==> config.mk <==
export PLATFORM = sky130hd
export DESIGN_NAME = hist_bank_ctrl
export DESIGN_NICKNAME = d
export VERILOG_FILES = /design/src/rtl/hist_pkg.sv /design/src/rtl/hist_clr_sweep.sv /design/src/rtl/hist_bank_ctrl.sv
export SDC_FILE = /design/constraint.sdc
export NUM_CORES = 1
export LEC_CHECK = 0
export ABC_CLOCK_PERIOD_IN_PS = 2200
export BUFFER_PORTS_ARGS = -buffer_cell sky130_fd_sc_hd__buf_2
export CORE_UTILIZATION = 30
export DETAILED_ROUTE_END_ITERATION = 8
export GPL_ROUTABILITY_DRIVEN = 0
export GPL_TIMING_DRIVEN = 0
export HOLD_SLACK_MARGIN = 0.03
export PLACE_DENSITY = 0.66
export SLEW_MARGIN = 20
export SYNTH_ARGS = -nofsm -noshare
export SYNTH_HDL_FRONTEND = slang
export SYNTH_SLANG_ARGS = --single-unit
==> constraint.sdc <==
create_clock -name pclk -period 2.2 [get_ports pclk]
set_input_delay 0.44 -clock pclk [delete_from_list [all_inputs] [get_ports pclk]]
set_output_delay 0.44 -clock pclk [all_outputs]
set_load 0.01 [all_outputs]
==> src/rtl/hist_pkg.sv <==
// hist_pkg: shared types and sizes for the histogram bank controller
// Holds the controller state enum, the bin address/count widths and the
// histogram geometry (levels per block, block count).
package hist_pkg;
    localparam int HIST_ADDR_W  = 11;
    localparam int HIST_CNT_W   = 16;
    localparam int HIST_BINS    = 128;
    localparam int HIST_BLK_MAX = 16;
    typedef enum logic [1:0] {ST_INIT, ST_READY, ST_READ, ST_CLEAR} hist_state_e;
endpackage

==> src/rtl/hist_clr_sweep.sv <==
// hist_clr_sweep: zero-fill address sweep with a registered write port
// Ports:
//   pclk, rst_n        clock, async active-low reset (reset starts a sweep)
//   start              begin a sweep; clr_addr 0 is issued in the start cycle
//   init_mode          tag the writes of this cycle as both-bank writes
//   poke, poke_addr    single zero write when no sweep is running
//   last               write port currently shows address DEPTH-1
//   wr_cen, wr_all     registered write-port enable (active-low) and both-bank tag
//   wr_addr            registered write-port address
module hist_clr_sweep
    import hist_pkg::*;
#(
    parameter int ADDR_W = HIST_ADDR_W
) (
    input  logic              pclk,
    input  logic              rst_n,
    input  logic              start,
    input  logic              init_mode,
    input  logic              poke,
    input  logic [ADDR_W-1:0] poke_addr,
    output logic              last,
    output logic              wr_cen,
    output logic              wr_all,
    output logic [ADDR_W-1:0] wr_addr
);
    logic              busy;
    logic [ADDR_W-1:0] clr_addr;
    logic              issue;
    logic              at_end;
    assign issue  = busy | start;
    assign at_end = &clr_addr;
    // clr_addr wraps to 0 together with the final write, so every sweep starts at 0
    always_ff @(posedge pclk or negedge rst_n) begin
        if (!rst_n) begin
            busy     <= 1'b1;
            clr_addr <= '0;
            last     <= 1'b0;
            wr_cen   <= 1'b1;
            wr_all   <= 1'b0;
            wr_addr  <= '0;
        end else begin
            busy     <= issue & ~at_end;
            clr_addr <= issue ? clr_addr + 1'b1 : clr_addr;
            last     <= issue & at_end;
            wr_cen   <= ~(issue | poke);
            wr_all   <= issue & init_mode;
            wr_addr  <= issue ? clr_addr : poke ? poke_addr : wr_addr;
        end
    end
endmodule

==> src/rtl/hist_bank_ctrl.sv <==
// hist_bank_ctrl: ping-pong bank select, readout grant and zero-clear for histogram memories
// Ports:
//   pclk, rst_n                 pixel clock, async active-low reset
//   swap_req_i / swap_drop_o    bank swap request / rejected-request pulse
//   bank_sel_o, hist_en_o       active statistics bank, statistics update enable
//   rd_req_i, rd_addr_i         curve_calc read request and address
//   rd_done_i                   curve_calc finished with the inactive bank
//   rd_gnt_o, rd_valid_o, rd_data_o   grant, 1-cycle-later valid and data
//   ro_ready_o, clr_busy_o      inactive bank readable / clear sweep running
//   mem_rd_*                    inactive-bank read port (1-cycle latency)
//   mem_wr_*, mem_wdata_o       inactive-bank write port (always writes 0)
//   mem_wr_all_o                write applies to both banks (reset-time sweep)
// Build option HIST_BANK_CTRL_CLEAR_ON_READ_EN: every granted read zeroes its
// bin on the following cycle and the post-readout clear sweep is omitted.
module hist_bank_ctrl
    import hist_pkg::*;
#(
    parameter int ADDR_W = HIST_ADDR_W,
    parameter int CNT_W  = HIST_CNT_W
) (
    input  logic              pclk,
    input  logic              rst_n,
    input  logic              swap_req_i,
    output logic              bank_sel_o,
    output logic              hist_en_o,
    input  logic              rd_req_i,
    input  logic [ADDR_W-1:0] rd_addr_i,
    input  logic              rd_done_i,
    output logic              rd_gnt_o,
    output logic              rd_valid_o,
    output logic [CNT_W-1:0]  rd_data_o,
    output logic              ro_ready_o,
    output logic              mem_rd_cen_o,
    output logic [ADDR_W-1:0] mem_rd_addr_o,
    input  logic [CNT_W-1:0]  mem_rdata_i,
    output logic              mem_wr_cen_o,
    output logic              mem_wr_wen_o,
    output logic [ADDR_W-1:0] mem_wr_addr_o,
    output logic [CNT_W-1:0]  mem_wdata_o,
    output logic              mem_wr_all_o,
    output logic              clr_busy_o,
    output logic              swap_drop_o
);
    hist_state_e state;
    logic        sweep_start;
    logic        sweep_last;
    logic        poke;
    assign rd_gnt_o      = (state == ST_READ) & rd_req_i;
    assign mem_rd_cen_o  = ~rd_gnt_o;
    assign mem_rd_addr_o = rd_addr_i;
    assign rd_data_o     = rd_valid_o ? mem_rdata_i : '0;
    assign mem_wr_wen_o  = mem_wr_cen_o;
    assign mem_wdata_o   = '0;
`ifdef HIST_BANK_CTRL_CLEAR_ON_READ_EN
    assign sweep_start = 1'b0;
    assign poke        = rd_gnt_o;
`else
    assign sweep_start = (state == ST_READ) & rd_done_i;
    assign poke        = 1'b0;
`endif
    hist_clr_sweep #(.ADDR_W(ADDR_W)) u_sweep (
        .pclk      (pclk),
        .rst_n     (rst_n),
        .start     (sweep_start),
        .init_mode (state == ST_INIT),
        .poke      (poke),
        .poke_addr (rd_addr_i),
        .last      (sweep_last),
        .wr_cen    (mem_wr_cen_o),
        .wr_all    (mem_wr_all_o),
        .wr_addr   (mem_wr_addr_o)
    );
    // sweeps leave INIT/CLEAR only once the final write is on the port
    always_ff @(posedge pclk or negedge rst_n) begin
        if (!rst_n) begin
            state       <= ST_INIT;
            bank_sel_o  <= 1'b0;
            hist_en_o   <= 1'b0;
            ro_ready_o  <= 1'b0;
            clr_busy_o  <= 1'b1;
            rd_valid_o  <= 1'b0;
            swap_drop_o <= 1'b0;
        end else begin
            rd_valid_o  <= rd_gnt_o;
            swap_drop_o <= swap_req_i & (state != ST_READY);
            unique case (state)
                ST_INIT: if (sweep_last) begin
                    state      <= ST_READY;
                    hist_en_o  <= 1'b1;
                    clr_busy_o <= 1'b0;
                end
                ST_READY: if (swap_req_i) begin
                    state      <= ST_READ;
                    bank_sel_o <= ~bank_sel_o;
                    hist_en_o  <= 1'b0;
                    ro_ready_o <= 1'b1;
                end
                ST_READ: if (rd_done_i) begin
                    ro_ready_o <= 1'b0;
`ifdef HIST_BANK_CTRL_CLEAR_ON_READ_EN
                    state      <= ST_READY;
                    hist_en_o  <= 1'b1;
`else
                    state      <= ST_CLEAR;
                    clr_busy_o <= 1'b1;
`endif
                end
`ifndef HIST_BANK_CTRL_CLEAR_ON_READ_EN
                ST_CLEAR: if (sweep_last) begin
                    state      <= ST_READY;
                    hist_en_o  <= 1'b1;
                    clr_busy_o <= 1'b0;
                end
`endif
                default: state <= ST_INIT;
            endcase
        end
    end
endmodule

**Word level (Yosys, flattened, before mapping)**

Index checks and enable logic that the tools add are counted.

- Register bits after elaboration: 34
- Bits of input ports: 32

- Add/subtract/negate cells: 1
- Equality and inequality tests: 7
- Muxes and demuxes: 15
- Bitwise logic cells: 11
- Reduce and logical (&&, ||, !) cells: 11

Operators with widths:

| operator | number |
|---|---|
| 16-bit 2-to-1 mux | 1 |
| 3-bit AND reduction | 4 |
| 11-bit by 1-bit adder with 11-bit output (second input constant) | 1 |
| 11-bit 2-to-1 mux | 1 |
| 11-bit AND reduction | 1 |
| 1-bit bitwise AND | 6 |
| 1-bit 2-to-1 mux | 6 |
| 2-bit 2-to-1 mux | 3 |
| 1-bit case mux with 2 select lines | 3 |
| 2-bit case mux with 3 select lines | 1 |
| 2-bit nonzero test | 3 |
| 2-bit equality test (second input constant) | 2 |
| 2-bit by 1-bit != test with 1-bit output (second input constant) | 2 |
| 2-bit != test (second input constant) | 2 |
| 1-bit NOT | 4 |
| 2-bit by 1-bit equality test with 1-bit output (second input constant) | 1 |
| 2-bit zero test | 1 |
| 2-bit AND reduction | 1 |
| 2-bit OR reduction | 1 |
| 1-bit OR | 1 |

**Logic depth before layout (Yosys ltp)**

- Depth after elaboration: 4
- Mapped depth: 8
- Mapped depth without buffers: 6

**Modules after synthesis**

Synthesis repeated with hierarchy kept, for this count alone.

- Cells, all modules: 181
- Area, all modules: 1880.6 um2

Modules (own cells, without submodules):

| module | instances | cells an instance | area an instance (um2) |
|---|---|---|---|
| hist_clr_sweep | 1 | 99 | 1138.6 |
| hist_bank_ctrl | 1 | 82 | 742.0 |

**Least setup slack after synthesis**

No wires, ideal clock.

- Path type: reg-to-reg
- Start point: register state[0]
- End point: register u_sweep.clr_addr[8]
- Setup time: 0.079 ns
- Arrival: 1.461 ns
- Path slack: 0.660 ns
- Cell stages (with the launch flop): 8
- Buffers on the path: 1
- Clock period less this slack: 1.540 ns
- Path through: dfrtp_1 inv_1 ha_1 a21o_4 inv_2 buf_6 nor4_2 xor2_1

- Cells in the longest elaborated chain, start to end: 3

Ends and longest elaborated chain:

| element | line | source |
|---|---|---|
| start, declared | hist_bank_ctrl.sv:44 | `hist_state_e state;` |
| start signal, assigned | hist_bank_ctrl.sv:76 | `state <= ST_INIT;` |
| start signal, assigned | hist_bank_ctrl.sv:88 | `state <= ST_READY;` |
| start signal, assigned | hist_bank_ctrl.sv:93 | `state <= ST_READ;` |
| 2-bit equality test | hist_bank_ctrl.sv:58 | `assign sweep_start = (state == ST_READ) & rd_done_i;` |
| 1-bit bitwise AND | hist_bank_ctrl.sv:58 |  |
| 1-bit OR | hist_clr_sweep.sv:30 | `assign issue = busy \| start;` |
| end signal, assigned | hist_clr_sweep.sv:43 | `clr_addr <= issue ? clr_addr + 1'b1 : clr_addr;` |
| end, declared | hist_clr_sweep.sv:27 | `logic [ADDR_W-1:0] clr_addr;` |

No other way between the ends.
A chain may end at the register's enable or synchronous reset.

**Worst setup path in the final report**

- Start point: register state[0]
- End point: output rd_gnt_o

- Cells in the longest elaborated chain, start to end: 2

Ends and longest elaborated chain:

| element | line | source |
|---|---|---|
| 2-bit equality test | hist_bank_ctrl.sv:48 | `assign rd_gnt_o = (state == ST_READ) & rd_req_i;` |
| 1-bit bitwise AND | hist_bank_ctrl.sv:48 |  |
| end, declared | hist_bank_ctrl.sv:29 | `output logic rd_gnt_o,` |

No other way between the ends.

==> metrics.yaml <==
rrSetupSlack_ns: 0.45
ctsRootBufferMaster: "clkbuf_8"
hold_class: "input port to async pin"
synth-async-reset-ratio_pct: 100
crit_required_ns: 1.76
wirelength_um: 3870
netlist_area_mm2: 0.00179
drive_above_1_share_pct: 43.5
path_cells: "inv_1, ha_1, nand2_1, inv_1, buf_2"
multiInputGateArea_um2: 736
htree_num_levels: 2
coreArea_mm2: 0.00564
dp_hpwl_um: 3030
cts_buffer_depth: 2
switching_share_pct: 35.8
fillers: 575
antenna_left: 0
yosysTopAreaCell: "dfrtp_1"
io_buffers: 69
end_kind: "output port"
yosysSeqAreaShare_pct: 47.6
cts_tree: "built"
synth-seq-cells: 34
tns_ns: 0
fin_skew_ns: 0.00519
die_h_um: 79.3
slowest_stage: "dfrtp_1"
synth.avg_cell_area_um2: 10.0
place_inst: 335
fin_cells: 343
row_count: 27
n_antenna_cell: 0
yosysWarnings: 0
cp-endpoint: "rd_gnt_o"
synth_area_leaders: "dfrtp_1, buf_4, nand2_1, and2_1, dfstp_2"
clk_pin_slew_worst_paths_ns: 0.07
remaining_drc_errors: 0
die-area_mm2: 0.00629
start_util_pct: 31.8
grt_max_degree: 35
areaGrowthSynthToFinish_pct: 33.8
viasPerCell: 4.13
dr.pass1.iters: 4
cpMostUsedCell: "inv_1"
pwr-share-seq_pct: 41.0
drv_slew: 0
hold_violations: 0
register_area_um2: 855
p_leak_nw: 1.36
antenna_found_initial: 0
synthFlopType: "dfrtp_1"
cts_sinks: 34
synth_common_cells: "nand2_1, dfrtp_1, buf_4, and2_1"
p_comb_share_pct: 35.5
status: "complete, no violations"
path_buf_inv: 3
cp_slowest_stage_delay_ns: 0.41
worstRegToRegCells: 7
syn_inst: 179
max-slew-margin-rel_pct: 49.4
max_freq_ghz: 0.556
period_needed_ns: 1.80
synth-edff-count: 0
p_clk_share_pct: 23.5
final_nets: 308
p_int_mw: 1.56
critPathLaunchType: "flop"
maxCapViolations: 0
clk_latency_ns: 0.28
post-synth-top-count-cell: "nand2_1"
worst-path-stages: 5
crit_type: "flop to output port"
finalCoreUtilization_pct: 42.5
worst_slew_pin_slew_ns: 0.760
synth_top_area_share_pct: 43.2
ctsHoldBuffers: 0
die_w_um: 79.3
r2r-start: "state[0]"
critical-path-top-delay-family: "flip-flops"
postCtsSetupBuffers: 0
track_usage_pct: 12.6
io_pins: 97
peakVddDrop_mv: 0.607
synth_cell_types: 33
cts_buffers: 5
powerDensity_mw_per_mm2: 1010
grt_pass1_wl_um: 6070
cp-startpoint: "state[0]"
arrival_ns: 1.36
cts_resized: 0
cp_max_fo: 4
finalSetupViolCount: 0
grt-ovfl-total: 0
fin_crit_sh_pct: 81.7
wl_per_cell_um: 11.3
grt_pass1_vias: 1265
num_vias: 1418
power.switching_mw: 0.872
drtIter0Drc: 25
regToRegEndpoint: "u_sweep.clr_addr[7]"
rsz0062_at_grt: "no"
==> layout make-up <==
type | count | share of cell area, %
flip-flops and latches | 34 | 35.6
plain buffers | 32 | 9.75
multi-input cells | 121 | 30.7
clock buffers | 5 | 2.87
inverters | 7 | 1.09
well taps | 72 | 3.75
clock inverters | 3 | 1.88
repair buffers | 69 | 14.4
==> power groups by stage <==
| stage | sequential [mW] | combinational [mW] | clock, mW |
|---|---|---|---|
| floorplan | 1.03 | 0.548 | 0 |
| global placement | 1.01 | 0.855 | 0 |
| detailed placement | 1.01 | 0.873 | 0 |
| CTS | 1.00 | 0.877 | 0.588 |
| global route | 1.03 | 0.974 | 0.602 |
| finish | 0.998 | 0.864 | 0.572 |
==> worst register-to-register path, cell delays in order (launching register included) <==
cell and delay, ns:
dfrtp_1 0.41, inv_1 0.13, ha_1 0.26, a21o_4 0.20, inv_2 0.06, buf_6 0.14
nor4_4 0.29, xor2_1 0.18
==> how the worst min path moves through the flow <==
stage / endpoint / startpoint / cells after the start / slack [ns]
6_report: u_sweep.wr_addr[0] / rst_n / 1 / 0.22
5_1_grt: u_sweep.clr_addr[5] / rst_n / 1 / 0.30
4_1_cts: u_sweep.wr_addr[0] / rst_n / 1 / 0.24
3_5_place_dp: u_sweep.wr_addr[3] / u_sweep.wr_addr[3] / 2 / 0.45
3_3_place_gp: u_sweep.wr_addr[10] / u_sweep.wr_addr[10] / 2 / 0.45
2_1_floorplan: bank_sel_o / rst_n / 0 / 0.14
==> metal layers <==
| layer | routed length, um | track usage, % | share of wire (%) |
|---|---|---|---|
| met5 | 0 | 0 | 0 |
| met4 | 61 | 5.45 | 1.6 |
| met3 | 345 | 3.10 | 8.9 |
| met2 | 1860 | 21.4 | 48 |
| met1 | 1600 | 15.1 | 41 |
==> through the flow <==
stage	cell area (um^2)	power [mW]	hold slack, ns	worst slack, ns
after floorplan	1850	1.58	0.144	0.660
after global placement	2290	1.86	0.448	0.477
after detailed placement	2290	1.89	0.454	0.456
after CTS	2400	2.47	0.239	0.380
after global routing	2400	2.60	0.299	0.284
final	2400	2.43	0.219	0.403
==> cell families (layout without fill, tap and decap cells) <==
group,after synthesis,after routing,share of synthesized area [%]
xor+xnor,11,11,5.37
mux,3,3,1.74
compound gates,9,9,3.84
buf+inv,39,116,14.5
simple gates,76,76,22.5
flops,34,34,47.6
fa+ha+maj,6,6,4.18
other cells,1,16,0.209
==> flip-flops by register name, summed over array words and instances (netlist names) <==
| name | flops |
|---|---|
| u_sweep.wr_cen | 1 |
| u_sweep.last | 1 |
| u_sweep.busy | 1 |
| rd_valid_o | 1 |
| bank_sel_o | 1 |
| u_sweep.clr_addr | 11 |
| hist_en_o | 1 |
| clr_busy_o | 1 |
| ro_ready_o | 1 |
| state | 2 |
| u_sweep.wr_all | 1 |
| swap_drop_o | 1 |
| u_sweep.wr_addr | 11 |
==> layout by cell type (no fill, tap or decap), drive strengths merged <==
| cell | count |
|---|---|
| xor2 | 6 |
| inv | 7 |
| ha | 6 |
| o2bb2ai | 1 |
| a21oi | 1 |
| nor4b | 1 |
| buf | 99 |
| nand2b | 1 |
| nand3 | 1 |
| nor4 | 3 |
| and3 | 1 |
| dfrtp | 31 |
| nor2b | 1 |
| clkinvlp | 2 |
| dfstp | 3 |
| a21o | 1 |
| o21ai | 2 |
| bufinv | 1 |
| and2 | 17 |
| clkbuf | 7 |
| o221a | 1 |
| conb | 16 |
| mux2 | 1 |
| a31oi | 3 |
| mux2i | 2 |
| nor3 | 2 |
| nand4 | 3 |
| and4 | 1 |
| nand2 | 44 |
| nor2 | 1 |
| xnor2 | 5 |
(Power assumes the default switching activity.)
